## config.mk

```make
export PLATFORM = sky130hd
export DESIGN_NAME = gcm_tag_verify_flat
export DESIGN_NICKNAME = d
export VERILOG_FILES = /design/src/rtl/gcm_tag_verify_if.sv /design/src/rtl/gcm_tag_verify.sv /design/src/flat_wrapper.sv
export SDC_FILE = /design/constraint.sdc
export NUM_CORES = 1
export LEC_CHECK = 0
export CAP_MARGIN = 20
export CORE_MARGIN = 2
export CORE_UTILIZATION = 45
export CTS_BUF_LIST = sky130_fd_sc_hd__clkbuf_2 sky130_fd_sc_hd__clkbuf_4 sky130_fd_sc_hd__clkbuf_8
export DETAILED_ROUTE_END_ITERATION = 8
export GPL_TIMING_DRIVEN = 0
export PLACE_DENSITY = 0.82
export SLEW_MARGIN = 20
export SYNTH_ARGS = -nofsm -noshare
export SYNTH_HDL_FRONTEND = slang
export SYNTH_SLANG_ARGS = --single-unit
```

## constraint.sdc

```tcl
create_clock -name clk -period 1.3 [get_ports clk]
set_clock_uncertainty 0.2 [all_clocks]
set_input_delay 0.26 -clock clk [delete_from_list [all_inputs] [get_ports clk]]
set_output_delay 0.26 -clock clk [all_outputs]
set_load 0.02 [all_outputs]
```

## src/rtl/gcm_tag_verify_if.sv

```systemverilog
// Signal bundle between a GCM core and the tag comparator.
// Tag bit 0 (first on the wire) is the vector MSB, bit [127].
interface gcm_tag_verify_if;
    logic [127:0] i_tag;
    logic         i_tag_ready;
    logic [127:0] i_expected_tag;
    logic         i_expected_valid;
    logic         i_abort;
    logic         o_busy;
    logic         o_done;
    logic         o_tag_ok;
    logic [2:0]   o_first_bad;

    modport master (
        output i_tag, i_tag_ready, i_expected_tag, i_expected_valid, i_abort,
        input  o_busy, o_done, o_tag_ok, o_first_bad
    );

    modport slave (
        input  i_tag, i_tag_ready, i_expected_tag, i_expected_valid, i_abort,
        output o_busy, o_done, o_tag_ok, o_first_bad
    );
endinterface

```

## src/rtl/gcm_tag_verify.sv

```systemverilog
// Constant-time GCM tag comparator: one WORD_W slice per cycle over the leading
// TAG_LEN bits, sticky diff accumulation, verdict pulsed on o_done.
module gcm_tag_verify #(
    parameter int TAG_LEN = 128,
    parameter int WORD_W  = 16
) (
    input  logic            clk,
    input  logic            i_reset_n,
    gcm_tag_verify_if.slave bus
);

    localparam int NW    = TAG_LEN / WORD_W;
    localparam int IDX_W = (NW > 1) ? $clog2(NW) : 1;
    localparam logic [IDX_W-1:0] LAST = IDX_W'(NW - 1);

    typedef enum logic [1:0] {
        IDLE    = 2'd0,
        COMPARE = 2'd1,
        DONE    = 2'd2
    } state_t;

    // Reset asserts asynchronously but releases two edges later.
    logic rst_meta, rst_sync;
    always_ff @(posedge clk or negedge i_reset_n) begin
        if (!i_reset_n) begin
            rst_meta <= 1'b0;
            rst_sync <= 1'b0;
        end else begin
            rst_meta <= 1'b1;
            rst_sync <= rst_meta;
        end
    end

    state_t             state, state_nxt;
    logic               have_tag, have_tag_nxt;
    logic               have_exp, have_exp_nxt;
    logic [IDX_W-1:0]   idx, idx_nxt;
    logic [IDX_W-1:0]   bad_idx, bad_idx_nxt;
    logic [WORD_W-1:0]  diff, diff_nxt;
    logic               ok_q, ok_nxt;
    logic [2:0]         first_bad_q, first_bad_nxt;
    logic               busy_q;
    logic               cap_tag, cap_exp;
    logic [127:0]       tag_q, exp_q;
    logic [WORD_W-1:0]  word_xor;

    assign word_xor = tag_q[127 - int'(idx) * WORD_W -: WORD_W]
                    ^ exp_q[127 - int'(idx) * WORD_W -: WORD_W];

    always_comb begin
        // NOTE: every output of this block gets a default first, so no path can infer a latch.
        state_nxt     = state;
        have_tag_nxt  = have_tag;
        have_exp_nxt  = have_exp;
        idx_nxt       = idx;
        bad_idx_nxt   = bad_idx;
        diff_nxt      = diff;
        ok_nxt        = ok_q;
        first_bad_nxt = first_bad_q;
        cap_tag       = 1'b0;
        cap_exp       = 1'b0;

        if (bus.i_abort) begin
            state_nxt    = IDLE;
            have_tag_nxt = 1'b0;
            have_exp_nxt = 1'b0;
            idx_nxt      = '0;
            bad_idx_nxt  = '0;
            diff_nxt     = '0;
        end else begin
            case (state)
                IDLE: begin
                    cap_tag      = bus.i_tag_ready;
                    cap_exp      = bus.i_expected_valid;
                    have_tag_nxt = have_tag | bus.i_tag_ready;
                    have_exp_nxt = have_exp | bus.i_expected_valid;
                    if (have_tag_nxt && have_exp_nxt) begin
                        state_nxt = COMPARE;
                        idx_nxt   = '0;
                    end
                end
                COMPARE: begin
                    diff_nxt = diff | word_xor;
                    // An all-zero diff means no earlier word mismatched.
                    if (diff == '0 && word_xor != '0) bad_idx_nxt = idx;
                    if (idx == LAST) begin
                        state_nxt     = DONE;
                        ok_nxt        = (diff_nxt == '0);
                        first_bad_nxt = ok_nxt ? 3'd0 : 3'(bad_idx_nxt);
                    end else begin
                        idx_nxt = idx + IDX_W'(1);
                    end
                end
                DONE: begin
                    state_nxt    = IDLE;
                    have_tag_nxt = 1'b0;
                    have_exp_nxt = 1'b0;
                    idx_nxt      = '0;
                    bad_idx_nxt  = '0;
                    diff_nxt     = '0;
                end
                default: state_nxt = IDLE;
            endcase
        end
    end

    // NOTE: state uses non-blocking assignments so all registers see pre-edge values.
    always_ff @(posedge clk or negedge rst_sync) begin
        if (!rst_sync) begin
            state       <= IDLE;
            have_tag    <= 1'b0;
            have_exp    <= 1'b0;
            idx         <= '0;
            bad_idx     <= '0;
            diff        <= '0;
            ok_q        <= 1'b0;
            first_bad_q <= 3'd0;
            busy_q      <= 1'b0;
        end else begin
            state       <= state_nxt;
            have_tag    <= have_tag_nxt;
            have_exp    <= have_exp_nxt;
            idx         <= idx_nxt;
            bad_idx     <= bad_idx_nxt;
            diff        <= diff_nxt;
            ok_q        <= ok_nxt;
            first_bad_q <= first_bad_nxt;
            busy_q      <= (state_nxt != IDLE);
        end
    end

    // NOTE: tag storage has no reset; it is never read before a fresh capture.
    always_ff @(posedge clk) begin
        if (cap_tag) tag_q <= bus.i_tag;
        if (cap_exp) exp_q <= bus.i_expected_tag;
    end

    assign bus.o_busy      = busy_q;
    assign bus.o_done      = (state == DONE);
    assign bus.o_tag_ok    = ok_q;
    assign bus.o_first_bad = first_bad_q;

endmodule

```

## src/flat_wrapper.sv

```systemverilog
// flat-port wrapper written by rule: the top's interface ports become plain ports
module gcm_tag_verify_flat 
#(
    parameter int TAG_LEN = 128,
    parameter int WORD_W  = 16
)
  (clk, i_reset_n, bus_i_tag, bus_i_tag_ready, bus_i_expected_tag, bus_i_expected_valid, bus_i_abort, bus_o_busy, bus_o_done, bus_o_tag_ok, bus_o_first_bad);
  gcm_tag_verify_if bus_i ();
  input  logic clk;
  input  logic i_reset_n;
  input wire logic [$bits(bus_i.i_tag)-1:0] bus_i_tag;
  input wire logic [$bits(bus_i.i_tag_ready)-1:0] bus_i_tag_ready;
  input wire logic [$bits(bus_i.i_expected_tag)-1:0] bus_i_expected_tag;
  input wire logic [$bits(bus_i.i_expected_valid)-1:0] bus_i_expected_valid;
  input wire logic [$bits(bus_i.i_abort)-1:0] bus_i_abort;
  output wire logic [$bits(bus_i.o_busy)-1:0] bus_o_busy;
  output wire logic [$bits(bus_i.o_done)-1:0] bus_o_done;
  output wire logic [$bits(bus_i.o_tag_ok)-1:0] bus_o_tag_ok;
  output wire logic [$bits(bus_i.o_first_bad)-1:0] bus_o_first_bad;
  assign bus_i.i_tag = bus_i_tag;
  assign bus_i.i_tag_ready = bus_i_tag_ready;
  assign bus_i.i_expected_tag = bus_i_expected_tag;
  assign bus_i.i_expected_valid = bus_i_expected_valid;
  assign bus_i.i_abort = bus_i_abort;
  assign bus_o_busy = bus_i.o_busy;
  assign bus_o_done = bus_i.o_done;
  assign bus_o_tag_ok = bus_i.o_tag_ok;
  assign bus_o_first_bad = bus_i.o_first_bad;
  gcm_tag_verify #(.TAG_LEN(TAG_LEN), .WORD_W(WORD_W)) u_core (.clk(clk), .i_reset_n(i_reset_n), .bus(bus_i));
endmodule
```

======== Yosys cells after proc, flatten, opt, wreduce, memory -nomap -nowiden ========
Index checks and enable logic that the tools add are counted.
word-level totals
  register bits ........................... 289
  input port bits ......................... 261
  output and inout bits ................... 6
operators by class
  mux-type cells .......................... 22
  add/sub/neg operators ................... 2
  bitwise logic cells ..................... 5
  shift-type cells ........................ 2
  equality and inequality tests ........... 5
  reductions and logical operators ........ 12
operators with widths
  kind                   count
  $shiftx A143 B32 Y16   2
  $logic_not A16 Y1      2
  $pmux W16 S2           1
  $mux W3                6
  $mux W16               1
  $or A16 B16 Y16        1
  $reduce_bool A16 Y1    1
  $xor A16 B16 Y16       1
  $pmux W3 S3            1
  $sub A7 B7 Y8 const A  1
  $mux W1                6
  $mux W2                3
  $pmux W3 S2            1
  $reduce_and A3 Y1      2
  $reduce_bool A3 Y1     2
  $pmux W1 S2            2
  $pmux W2 S2            1
  $reduce_bool A4 Y1     1
  $add A3 B1 Y3 const B  1
  $eq A3 B3 Y1 const B   1
  $ne A3 B2 Y1 const B   1
  $ne A3 B3 Y1 const B   1
  $eq A2 B1 Y1 const B   1
  $eq A2 B2 Y1 const B   1
  5 further kinds        7

======== Longest topological paths before layout ========
Gate-level depths: netlist (run 1).
  depth in word-level cells ............... 8
  gate-level depth with buffers ........... 12
  depth with buffers taken out ............ 7

======== Worst setup path after synthesis (run 1) ========
Ideal clock, no wire load.
  path type ............................... register to register
  start ................................... register u_core.state[1]
  end ..................................... register u_core.exp_q[0], enable pin
  path slack .............................. -3.128 ns
  data required time ...................... 0.597 ns
  buffers on the path ..................... 1
  arrival ................................. 3.726 ns
  library setup time ...................... 0.503 ns
  cell stages (with the launch flop) ...... 4
  cell sequence ........................... dfrtp_1 clkbuf_1 nor3_1 and2_1
between the ends
  cells in the longest elaborated chain, start to end .. 3
RTL lines
  item                      RTL line               text
  start, declared           gcm_tag_verify.sv:34   state_t state, state_nxt;
  start signal, assigned    gcm_tag_verify.sv:120  state <= state_nxt;
  $logic_not A2 Y1          gcm_tag_verify.sv:71   case (state)
  $mux W1                   gcm_tag_verify.sv:71
  $mux W1                   gcm_tag_verify.sv:63   if (bus.i_abort) begin
  named net u_core.cap_exp  gcm_tag_verify.sv:43   logic cap_tag, cap_exp;
  end signal, assigned      gcm_tag_verify.sv:135  if (cap_exp) exp_q <= bus.i_expected_tag;
  end, declared             gcm_tag_verify.sv:44   logic [127:0] tag_q, exp_q;
The timed path passes the listed nets, and every way through them passes these cells.
A chain may end at the register's enable or synchronous reset.

======== Final worst setup path (run 1) ========
  start ................................... register u_core.idx[0]
  end ..................................... register u_core.first_bad_q[1] (netlist: u_core.bus.o_first_bad[1])
between the ends
  cells in the longest elaborated chain, start to end .. 7
  elaborated cells between the ends (all ways) .. 12
RTL lines
  item                                            RTL line                                    text
  start, declared                                 gcm_tag_verify.sv:37                        logic [IDX_W-1:0] idx, idx_nxt;
  start signal, assigned                          gcm_tag_verify.sv:123                       idx <= idx_nxt;
  $sub A7 B7 Y8                                   gcm_tag_verify.sv:47, gcm_tag_verify.sv:48
  $shiftx A143 B32 Y16, on equally long branches  gcm_tag_verify.sv:47, gcm_tag_verify.sv:48
  $xor A16 B16 Y16                                gcm_tag_verify.sv:48                        ^ exp_q[127 - int'(idx) * WORD_W -: WORD_W];
  $reduce_bool A16 Y1                             gcm_tag_verify.sv:85                        if (diff == '0 && word_xor != '0) bad_idx_nxt = idx;
  $logic_and A1 B1 Y1                             gcm_tag_verify.sv:85
  $mux W3                                         gcm_tag_verify.sv:85
  $mux W3                                         gcm_tag_verify.sv:89                        first_bad_nxt = ok_nxt ? 3'd0 : 3'(bad_idx_nxt);
  end signal, assigned                            gcm_tag_verify.sv:127                       first_bad_q <= first_bad_nxt;
  end, declared                                   gcm_tag_verify.sv:41                        logic [2:0] first_bad_q, first_bad_nxt;
Several ways; a longest one is shown, not always the timed one.

==> key figures, run 1 <==
Layout
  • Post-route cell area: 0.0171 mm²
  • Area Growth Syn to Fin: 52.9%
  • Fin util: 70.1%
  • Share of layout cells above drive strength 1: 31.2%
  • Fin nets: 1184
  • Final Instance Count excl. Fillers: 1278

Drt
  • DRT antenna net count: 0
  • Wire length per cell: 24.0 µm
  • Via Count: 6762
  • Drc violations: 0
  • DRT Wirelength: 30700 µm
  • Vias per cell: 5.29
  • Iteration-0 DRC count of the detailed router: 454
  • First-pass iteration count of the detailed router: 5

Logic synthesis
  • Post-synth top cells: 256 x edfxtp_1, 55 x mux4_2, 33 x dfrtp_1
  • Sequential area share after synthesis: 76.1%
  • Post-synth top area share: 68.7%
  • Mapped Area: 0.0112 mm²
  • Post-synth net total: 777
  • Post-synth top area cell: edfxtp_1
  • Synth Area per Inst: 21.8 µm²
  • EDFF count, synth: 256
  • Most numerous cell in the Yosys netlist: edfxtp_1
  • Primary FF master, synth: edfxtp_1
  • Dominant cells by area after synthesis: edfxtp_1 69%, mux4_2 11%, dfrtp_1 7.4%, mux2i_1 2.8%, mux4_1 2.1%
  • Asr flop ratio synth: 11.4%
  • Register bit total from synthesis: 289
  • Number of library cell types mapped by synthesis: 36
  • YS warnings: 0
  • Mapped Cells: 514

Critical path
  • Critical Path Start: u_core.idx[0]
  • Critical Path, Cell by Cell: buf_8, mux4_1, mux2i_1, xor2_2, or4_1, or4b_4, buf_4, buf_6, o211ai_1, a31oi_1
  • Max FO, Critical Path: 8
  • Worst EP required: 1.49 ns
  • Reg2reg start: u_core.idx[0]
  • CP Buf/Inv Count: 3
  • Largest stage delay, worst path: 0.57 ns
  • CP Capture Type: register
  • Crit start category: register
  • Slowest-stage cell, CP: mux4_1
  • R2r setup slk: -2.42 ns
  • Reg-to-reg endpoint: u_core.bus.o_first_bad[1]
  • Critical path class: register to register
  • Crit path max-delay family: simple AND/OR/NAND/NOR gates
  • Worst reg2reg path depth: 10
  • Critical Path AT: 3.91 ns

Clocking
  • CTS tree: built
  • Total CTS buffers: 47
  • H-tree depth: 2
  • CTS Sinks: 289
  • Max clock buf depth: 3
  • Clock root cell: clkbuf_8
  • Reg clk slew, reported paths: 0.06 ns
  • Worst skew pair latency: 0.55 ns

Min path
  • Hold path startpoint: bus_i_expected_tag[83]
  • Worst Hold Class: input port to register
  • Hold path depth: 1
  • Worst Hold Endpoint: u_core.exp_q[83]

Floorplan
  • I/O Pins: 267
  • Rows: 57
  • Die Span X: 162 µm
  • Core area: 0.0244 mm²
  • Die height: 162 µm
  • DIE AREA: 0.0261 mm²
  • Starting density of the core: 45.9%

STA
  • Worst-Margin Slew: 0.708 ns
  • Fin crit share: 286%
  • Fin. Hold Viols: 0
  • Fmax: 269 MHz
  • Setup-failing EPs final: 292
  • Slew margin rel.: 52.8%
  • Worst Hold Slack: 0.0623 ns
  • Min Tclk post-route: 3.72 ns
  • Final setup margin: -2.42 ns
  • Slew Viols, Final: 0
  • Unrepaired setup endpoints after global routing: true

GRT
  • GRT Total Usage: 20.0%
  • Largest net degree at the start of global routing: 59
  • Initial antenna violation count: 1
  • First-pass GRT wire length: 38900 µm
  • Number of global-route vias before repair: 6982
  • Total gr overflow: 0

Placed design
  • Placed cell area: 0.0144 mm²
  • Placed instance count: 1108
  • Worst slack, placed: -2.80 ns
  • Placer congestion estimate: 0.780
  • HPWL after DPL: 17600 µm
  • # port buffers: 266

Status
  • Outcome: finished with violations
  • Failing checks: negative setup slack

Pwr
  • PD cells: 1250 mW/mm²
  • Lkg Pwr: 0.00597 µW
  • Peak supply drop: 1170 µV

Run
  • Max-cap violation count: 0
## state kept, by name, indices dropped and copies added, names as in the netlist, 2 cells and up
signal / count
u_core.exp_q: 128
u_core.tag_q: 128
u_core.diff: 16
u_core.bad_idx: 3
u_core.bus.o_first_bad: 3
u_core.idx: 3
u_core.state: 2
## routing by layer
layer / up-vias / part of all wire [%] / track usage (%)
met1: 3432 / 39 / 23.9
met2: 309 / 52 / 35.1
met5: - / 0 / 0
met3: 48 / 7.5 / 5.59
met4: 0 / 2.2 / 6.84
li1: 2973 / - / -
## how the worst max path moves through the flow
stage / to / cells past startpoint / slack, ns
4_1_cts: u_core.bad_idx[0] / 9 / -2.37
3_5_place_dp: u_core.bad_idx[1] / 10 / -2.80
5_1_grt: u_core.bus.o_first_bad[1] / 10 / -2.48
6_report: u_core.bus.o_first_bad[1] / 10 / -2.42
2_1_floorplan: u_core.bad_idx[0] / 10 / -2.07
3_3_place_gp: u_core.bad_idx[1] / 10 / -2.74
## through the flow
step / setup TNS, ns / total power (µW)
global placement: -550.34 / 12900
CTS: -263.05 / 20900
finish: -176.64 / 21300
detailed placement: -383.31 / 13000
floorplan: -303.49 / 11800
global route: -184.77 / 22100
## power breakdown
group          internal [µW]  total (µW)  switching, µW
sequential             10600       10800            161
clock                   4140        7540           3410
combinational           1870        2990           1120
total                  16600       21300           4690
## what timing repair did
item,4_1_cts,5_1_grt
setup endpoints to repair,293,293
hold endpoints to repair,2,0
gates cloned,3,32
pin swaps,10,19
hold buffers,1,0
setup buffers,21,33
resized for setup,83,101
## layout make-up
| cell class | count | area [µm²] |
|---|---|---|
| Clock inverter | 13 | 78.8 |
| Timing Repair Buffer | 360 | 4190 |
| Fill cell | 1535 | 7280 |
| Inverter | 4 | 22.5 |
| Buffer | 23 | 248 |
| Tap cell | 324 | 405 |
| Clock buffer | 68 | 805 |
| Antenna cell | 1 | 2.50 |
| Sequential cell | 289 | 8520 |
| Multi-Input combinational cell | 196 | 2850 |
## logic make-up after synthesis
kind of cell	share of synthesized area [%]
DFF	76.1
muxes	16.3
and+or+nand+nor	2.19
AOI/OAI and AO/OA	2.38
buffers and inverters	1.57
xor gates and xnor gates	1.25
adders and majority gates	0.224
other	0.0335
## layout by cell type, fill, tap and decap left out, types with 5 or more instances in the layout
cell and count:
buf_12 22, nor3_1 5, clkbuf_8 47, clkdlybuf4s50_1 260, dfrtp_1 31, mux4_2 58
mux2i_2 6, nor4_1 7, mux2i_4 15, a31oi_1 6, xor2_2 11, buf_8 9
edfxtp_1 256, clkbuf_4 21, a22o_1 18, buf_4 35, mux2i_1 10, nor2_1 5
clkinv_1 11, buf_16 5, buf_6 22, o211ai_1 6, nand2_1 6, clkbuf_16 20
mux4_1 6
Power figures use the tool's default switching activity.
==> inputs of run 2 (changes only) <==
--- a/config.mk
+++ b/config.mk
@@ -9,9 +9,11 @@
 export CORE_MARGIN = 2
 export CORE_UTILIZATION = 45
 export CTS_BUF_LIST = sky130_fd_sc_hd__clkbuf_2 sky130_fd_sc_hd__clkbuf_4 sky130_fd_sc_hd__clkbuf_8
+export CTS_CLUSTER_DIAMETER = 120
 export DETAILED_ROUTE_END_ITERATION = 8
 export GPL_TIMING_DRIVEN = 0
-export PLACE_DENSITY = 0.82
+export MAX_ROUTING_LAYER = met4
+export PLACE_DENSITY = 0.85
 export SLEW_MARGIN = 20
 export SYNTH_ARGS = -nofsm -noshare
 export SYNTH_HDL_FRONTEND = slang
==> constraint.sdc (replaced) <==
create_clock -name clk -period 3.4 [get_ports clk]
set_clock_uncertainty 0.2 [all_clocks]
set_input_delay 0.68 -clock clk [delete_from_list [all_inputs] [get_ports clk]]
set_output_delay 0.68 -clock clk [all_outputs]
set_load 0.02 [all_outputs]
==> run 2 against run 1 <==
  * The run still ends with negative setup slack left
  * Combinational power is 71% lower
  * Cell count is 5.5% lower
  * Core utilization down 6.1 points
  * Flip-flop and latch count stayed put
  * First-iteration DRC count fell by 6.6%
  * Worst hold slack improved by 0.034 ns
  * Count of clock-buffer cells in the layout increased by 4
  * Total power down 63%
  * Sequential power is 62% lower
  * Clock power decreased by 61%
==> key figures, run 2 (synthesis gave the netlist of run 1 again) <==
Drt
  • Iteration-0 DRC count of the detailed router: 424 (-6.6%)
  • Met3 WL: 1600 µm (-31%)
  • DRT antenna net count: 0 (unchanged)
  • Via Count: 6215 (-8.1%)
  • Max layer used: met4
  • First-pass iteration count of the detailed router: 4 (-1)
  • DRT Wirelength: 25200 µm (-18%)
  • Wire length per cell: 20.9 µm (-13%)
  • Drc violations: 0 (unchanged)
  • Vias per cell: 5.14 (-2.8%)
  • Met2 Routed Length: 13200 µm (-17%)
  • M1 WL: 9760 µm (-18%)

Clocking
  • Reg clk slew, reported paths: 0.07 ns (about the same)
  • CTS Hold Bufs: 0 (-1)
  • CTS Sinks: 289 (unchanged)
  • Clock root cell: clkbuf_8
  • Total CTS buffers: 47 (unchanged)
  • Max clock buf depth: 3 (unchanged)
  • CTS tree: built
  • Worst skew pair latency: 0.54 ns (about the same)
  • H-tree depth: 2 (unchanged)

GRT
  • Largest net degree at the start of global routing: 60 (+1.7%)
  • Number of global-route vias before repair: 6929 (-0.76%)
  • Total gr overflow: 0 (unchanged)
  • First-pass GRT wire length: 37700 µm (-3.2%)
  • GRT Total Usage: 20.0% (about the same)
  • Initial antenna violation count: 0 (-1)

Pwr
  • Register share of total power: 52.0% (+1.4 points)
  • PD cells: 507 mW/mm² (-59%)
  • Clk pwr share: 37.2% (+1.8 points)
  • Peak supply drop: 327 µV (-72%)
  • Lkg Pwr: 0.00532 µW (-11%)
  • Int Pwr: 6250 µW (-62%)
  • Net Switching: 1670 µW (-64%)
  • Switching Fraction: 21.1% (-0.89 points)
  • Combinational share of power: 10.8% (-3.2 points)

STA
  • Fmax: 287 MHz (+6.6%)
  • Setup-failing EPs final: 6 (-98%)
  • Slew margin rel.: 41.2% (-12 points)
  • Slew Viols, Final: 0 (unchanged)
  • Unrepaired setup endpoints after global routing: true
  • Setup TNS: -0.309 ns (+176.33 ns)
  • Worst-Margin Slew: 0.876 ns (+0.168 ns)
  • Min Tclk post-route: 3.49 ns (-0.230 ns)
  • Fin. Hold Viols: 0 (unchanged)
  • Final setup margin: -0.0861 ns (+2.33 ns)
  • Fin crit share: 103% (-180 points)

Critical path
  • Critical path class: register to register
  • Critical Path AT: 3.73 ns (-0.18 ns)
  • Critical Path, Cell by Cell: buf_6, buf_12, mux4_2, mux2i_4, xor2_2, or4_1, or4b_4, or4b_1, a31oi_1
  • Largest stage delay, worst path: 0.55 ns (-0.02 ns)
  • Worst EP required: 3.64 ns (+2.15 ns)
  • Slowest-stage cell, CP: or4_1
  • Crit start category: register
  • CP Capture Type: register
  • Reg2reg start: u_core.idx[0]
  • Critical Path Start: u_core.idx[0]
  • Max FO, Critical Path: 5 (-3)

Floorplan
  • Die Span X: 162 µm (unchanged)
  • I/O Pins: 267 (unchanged)
  • Die height: 162 µm (unchanged)
  • Starting density of the core: 45.9% (unchanged)
  • DIE AREA: 0.0261 mm² (unchanged)
  • Core area: 0.0244 mm² (unchanged)
  • Rows: 57 (unchanged)

Layout
  • Fin nets: 1111 (-6.2%)
  • Commonest non-fill, non-tap cell in the layout: clkdlybuf4s50_1
  • N_diodes: 0 (-1)
  • Share of layout cells above drive strength 1: 23.0% (-8.2 points)
  • Most frequent cells in the layout: 266 x clkdlybuf4s50_1, 256 x edfxtp_1, 64 x mux4_2
  • Multi-input gate area: 0.00259 mm² (-8.9%)
  • Fillcell total: 1711 (+11%)
  • Fin util: 64.1% (-6.1 points)
  • Area Growth Syn to Fin: 39.7%
  • Largest regs: u_core.exp_q x128, u_core.tag_q x128, u_core.diff x16
  • Seq. cell area: 0.00851 mm² (about the same)

Placed design
  • Placer congestion estimate: 0.771 (-1.1%)
  • HPWL after DPL: 18000 µm (+2.4%)
  • # port buffers: 266 (unchanged)

Status
  • Outcome: finished with violations
  • Failing checks: negative setup slack

Min path
  • Worst Hold Class: register to async pin

Run
  • Max-cap violation count: 0 (unchanged)
[run 2: path summary, 6_finish.rpt]
kind,depth (start not counted),slack [ns],to
worst max register to register,9,-0.09,u_core.bad_idx[0]
worst min-delay path,0,0.1,u_core.diff[0]
min in group clk,0,0.16,u_core.rst_sync
max in group asynchronous,0,2.44,u_core.diff[6]
worst max-delay path,9,-0.09,u_core.bad_idx[0]
worst min register to register,0,0.1,u_core.diff[0]
[run 2: worst max-delay path, delay by kind of cell (launching register included)]
family                 cells  cell delay [ns]
buffers and inverters      2             0.29
AND/OR/NAND/NOR            3             1.57
multiplexers               2             0.71
XOR/XNOR                   1             0.14
AO/OA/AOI/OAI              1             0.14
flip-flops                 1             0.36
[run 2: power by group through the flow]
stage	combinational [µW]	sequential, µW	clock (µW)
after floorplan	347	4180	0
after global placement	748	4190	0
after detailed placement	788	4190	0
after CTS	841	4120	3030
after global routing	915	4130	3190
final	858	4120	2940
[run 2: per-stage QoR]
stage,setup WS [ns],cell area [µm²],std cells,total power [µW],hold slack [ns]
final,-0.0861,15600,1208,7920,0.0967
after global placement,-1.14,14300,1104,4940,0.139
after detailed placement,-0.660,14400,1108,4980,0.133
after floorplan,0.0194,11200,514,4530,0.131
after CTS,-0.166,15500,1205,7990,0.0800
after global routing,-0.200,15600,1208,8230,0.0873
[run 2: metal layers]
layer | vias up | global-route usage, %
met2 | 250 | 34.5
met1 | 3096 | 23.8
met5 | - | -
met4 | 0 | 6.19
li1 | 2822 | -
met3 | 47 | 4.16
[run 2: area by class of cell]
type	instances	area share, %
plain buffers	24	1.58
clock buffers	72	5.42
clock inverters	13	0.552
inverters	4	0.0960
multi-input cells	196	16.6
flip-flops and latches	289	54.5
well taps	324	2.59
repair buffers	286	18.7
[run 2: what timing repair did]
| item | CTS | global route |
|---|---|---|
| pin swaps | 12 | 10 |
| buffers inserted | 11 | 5 |
| setup endpoints to repair | 7 | 7 |
| cloned | 1 | 0 |
| gates resized for setup | 40 | 28 |
==> inputs of run 3 (changes only) <==
--- a/config.mk
+++ b/config.mk
@@ -5,6 +5,7 @@
 export SDC_FILE = /design/constraint.sdc
 export NUM_CORES = 1
 export LEC_CHECK = 0
+export ABC_AREA = 1
 export CAP_MARGIN = 20
 export CORE_MARGIN = 2
 export CORE_UTILIZATION = 45
@@ -13,7 +14,7 @@
 export DETAILED_ROUTE_END_ITERATION = 8
 export GPL_TIMING_DRIVEN = 0
 export MAX_ROUTING_LAYER = met4
-export PLACE_DENSITY = 0.85
+export PLACE_DENSITY = 0.83
 export SLEW_MARGIN = 20
 export SYNTH_ARGS = -nofsm -noshare
 export SYNTH_HDL_FRONTEND = slang
==> run 3 against run 2 <==
  * The flow now finishes without violations
  * Critical path type unchanged
  * Count of clock-buffer cells in the layout is 6 lower
  * Synthesized cell count grew to 2.7 times the previous value
  * Critical endpoint is now u_core.bus.o_first_bad[1]
  * Sequential share of layout area is 5.7 points lower
  * Maximum frequency is 15% higher
==> key figures, run 3 <==
Status
  • Outcome: finished clean

Logic synthesis
  • Asr flop ratio synth: 11.4% (unchanged)
  • Number of library cell types mapped by synthesis: 20 (-44%)
  • EDFF count, synth: 256 (unchanged)
  • Register bit total from synthesis: 289 (unchanged)
  • Synth Area per Inst: 9.40 µm² (-57%)
  • Post-Synth Adder-Cell Area: 0.192% (-0.032 points)
  • Sequential area share after synthesis: 65.3% (-11 points)
  • Compound-Gate Fraction of Synth Area: 1.24% (-1.1 points)
  • YS warnings: 0 (unchanged)
  • Mux share of post-synthesis cell area: 0% (-16 points)
  • Xor and xnor fraction of the mapped netlist area: 0% (-1.3 points)
  • Main combinational cell family by area after synthesis: simple AND/OR/NAND/NOR gates
  • Most numerous cell in the Yosys netlist: nand2_1
  • Primary FF master, synth: edfxtp_1
  • Post-synth top cells: 558 x nand2_1, 256 x edfxtp_1, 217 x inv_1
  • Post-synth top area cell: edfxtp_1
  • Mapped Cells: 1388 (+170%)
  • Mapped Area: 0.0130 mm² (+17%)
  • Post-synth top area share: 58.9% (-9.8 points)
  • Dominant cells by area after synthesis: edfxtp_1 59%, nand2_1 16%, nand3_1 6.8%, dfrtp_1 6.3%, inv_1 6.2%
  • Post-synth net total: 1651 (+110%)
  • Simple logic cell fraction of the synthesized area: 24.5% (+22 points)

Floorplan
  • I/O Pins: 267 (unchanged)
  • Core area: 0.0286 mm² (+17%)
  • Die height: 174 µm (+7.8%)
  • Rows: 62 (+8.8%)
  • Starting density of the core: 45.6% (-0.31 points)
  • Die Span X: 174 µm (+7.8%)
  • DIE AREA: 0.0304 mm² (+16%)

STA
  • Slew margin rel.: 42.6% (+1.5 points)
  • Worst-Margin Slew: 0.852 ns (-0.0233 ns)
  • Fin crit share: 88.9% (-14 points)
  • Fin. Hold Viols: 0 (unchanged)
  • Slew Viols, Final: 0 (unchanged)
  • Final setup margin: 0.378 ns (+0.464 ns)
  • Fmax: 331 MHz (+15%)
  • Setup TNS: 0 ns (+0.309 ns)
  • Min Tclk post-route: 3.02 ns (-0.464 ns)
  • Setup-failing EPs final: 0 (-6)
  • Unrepaired setup endpoints after global routing: false

GRT
  • Total gr overflow: 0 (unchanged)
  • Largest net degree at the start of global routing: 32 (-47%)
  • First-pass GRT wire length: 59900 µm (+59%)
  • Number of global-route vias before repair: 11100 (+60%)
  • GRT Total Usage: 26.9% (+7.0 points)
  • Initial antenna violation count: 5 (+5)

Clocking
  • Worst skew pair latency: 0.60 ns (+0.06 ns)
  • Max clock buf depth: 3 (unchanged)
  • Post-CTS sizing: 0 (-100%)
  • Setup Fix Bufs, Post-CTS: 0 (-11)
  • CTS Hold Bufs: 0 (unchanged)
  • CTS Sinks: 289 (unchanged)
  • CTS tree: built
  • H-tree depth: 2 (unchanged)
  • Clock root cell: clkbuf_8
  • Reg clk slew, reported paths: 0.06 ns (about the same)
  • Total CTS buffers: 49 (+4.3%)

Layout
  • Most frequent cells in the layout: 557 x nand2_1, 266 x clkdlybuf4s50_1, 256 x edfxtp_1
  • Commonest non-fill, non-tap cell in the layout: nand2_1
  • Area Growth Syn to Fin: 33.9%
  • Fillcell total: 2324 (+36%)
  • Fin nets: 1978 (+78%)
  • Fin util: 61.0% (-3.1 points)
  • Post-route cell area: 0.0175 mm² (+12%)
  • Largest regs: u_core.exp_q x128, u_core.tag_q x128, u_core.diff x16
  • Share of layout cells above drive strength 1: 7.99% (-15 points)

Run
  • Max-cap violation count: 0 (unchanged)

Placed design
  • HPWL after DPL: 29000 µm (+61%)
  • # port buffers: 266 (unchanged)
  • Placer congestion estimate: 0.907 (+18%)
  • Placed cell area: 0.0164 mm² (+14%)
  • Worst slack, placed: 0.382 ns (+1.04 ns)

Drt
  • DRT antenna net count: 0 (unchanged)
  • Wire length per cell: 18.5 µm (-12%)
  • Iteration-0 DRC count of the detailed router: 972 (+130%)
  • First-pass iteration count of the detailed router: 6 (+2)
  • Vias per cell: 5.03 (-2.2%)
  • DRT Wirelength: 39600 µm (+57%)
  • Drc violations: 0 (unchanged)
  • Via Count: 10800 (+73%)

Pwr
  • Lkg Pwr: 0.00778 µW (+46%)
  • Peak supply drop: 280 µV (-14%)
  • PD cells: 512 mW/mm² (+1.1%)

Critical path
  • CP Capture Type: register
  • Critical path class: register to register
  • Crit start category: register
  • Max FO, Critical Path: 10 (+5)
  • Critical Path AT: 3.29 ns (-0.44 ns)
  • Worst EP required: 3.66 ns (+0.02 ns)
  • Reg2reg start: u_core.idx[1]
  • Critical Path Start: u_core.idx[1]

Min path
  • Worst Hold Class: input port to async pin
## run 3: logic make-up after synthesis
group	count (synthesis)
buf+inv	276
flops	289
other cells	1
simple gates	788
fa+ha+maj	2
compound gates	32
## run 3: where the power goes
group          switching [µW]  total [µW]  internal, µW
Sequential               64.1        4170          4110
Combinational             889        1510           617
Clock                    1460        3270          1810
## run 3: final timing paths
path / end / slack (ns) / cells after the start
worst max-delay path: u_core.bus.o_first_bad[1] / 0.38 / 15
worst min-delay path: u_core.rst_meta / 0.08 / 1
worst max register to register: u_core.bus.o_first_bad[1] / 0.38 / 15
worst min register to register: u_core.diff[4] / 0.13 / 0
max in group asynchronous: u_core.bad_idx[1] / 2.38 / 0
min in group clk: u_core.rst_sync / 0.15 / 0
## run 3: layout make-up
| class | count | area, µm² | share of cell area, % |
|---|---|---|---|
| plain buffers | 58 | 325 | 1.86 |
| flip-flops and latches | 289 | 8510 | 48.8 |
| clock inverters | 23 | 200 | 1.15 |
| multi-input cells | 823 | 3400 | 19.5 |
| clock buffers | 66 | 821 | 4.70 |
| inverters | 218 | 821 | 4.70 |
| repair buffers | 276 | 2890 | 16.5 |
| diodes | 5 | 12.5 | 0.0717 |
| well taps | 384 | 480 | 2.75 |
## run 3: worst max-delay path, cell delays in order (launching register included)
cell and delay, ns:
dfrtp_1 0.47, inv_1 0.10, clkbuf_1 0.61, nand3_1 0.34, nand3_1 0.17, nand2_1 0.06, nand2_1 0.09, nand2_1 0.07
nor2_1 0.10, nand2_1 0.06, nor2_1 0.09, nand2_1 0.14, nand2_1 0.15, nand2_1 0.09, nand3_1 0.12, nand2_1 0.05
## run 3: stage by stage
step	hold WS (ns)	total power [µW]	std cells
3_3_place_gp	0.137	5650	2038
5_1_grt	0.0737	9300	2142
6_report	0.0760	8950	2142
3_5_place_dp	0.147	5730	2048
4_1_cts	0.0571	8980	2137
2_1_floorplan	0.131	5020	1388
## run 3: layer usage
layer / track usage (%) / wire length (µm) / share of wire, %
met1: 32.7 / 15300 / 39
met3: 4.51 / 3340 / 8.4
met4: 14.1 / 2060 / 5.2
met2: 43.5 / 18800 / 48
met5: - / 0 / 0
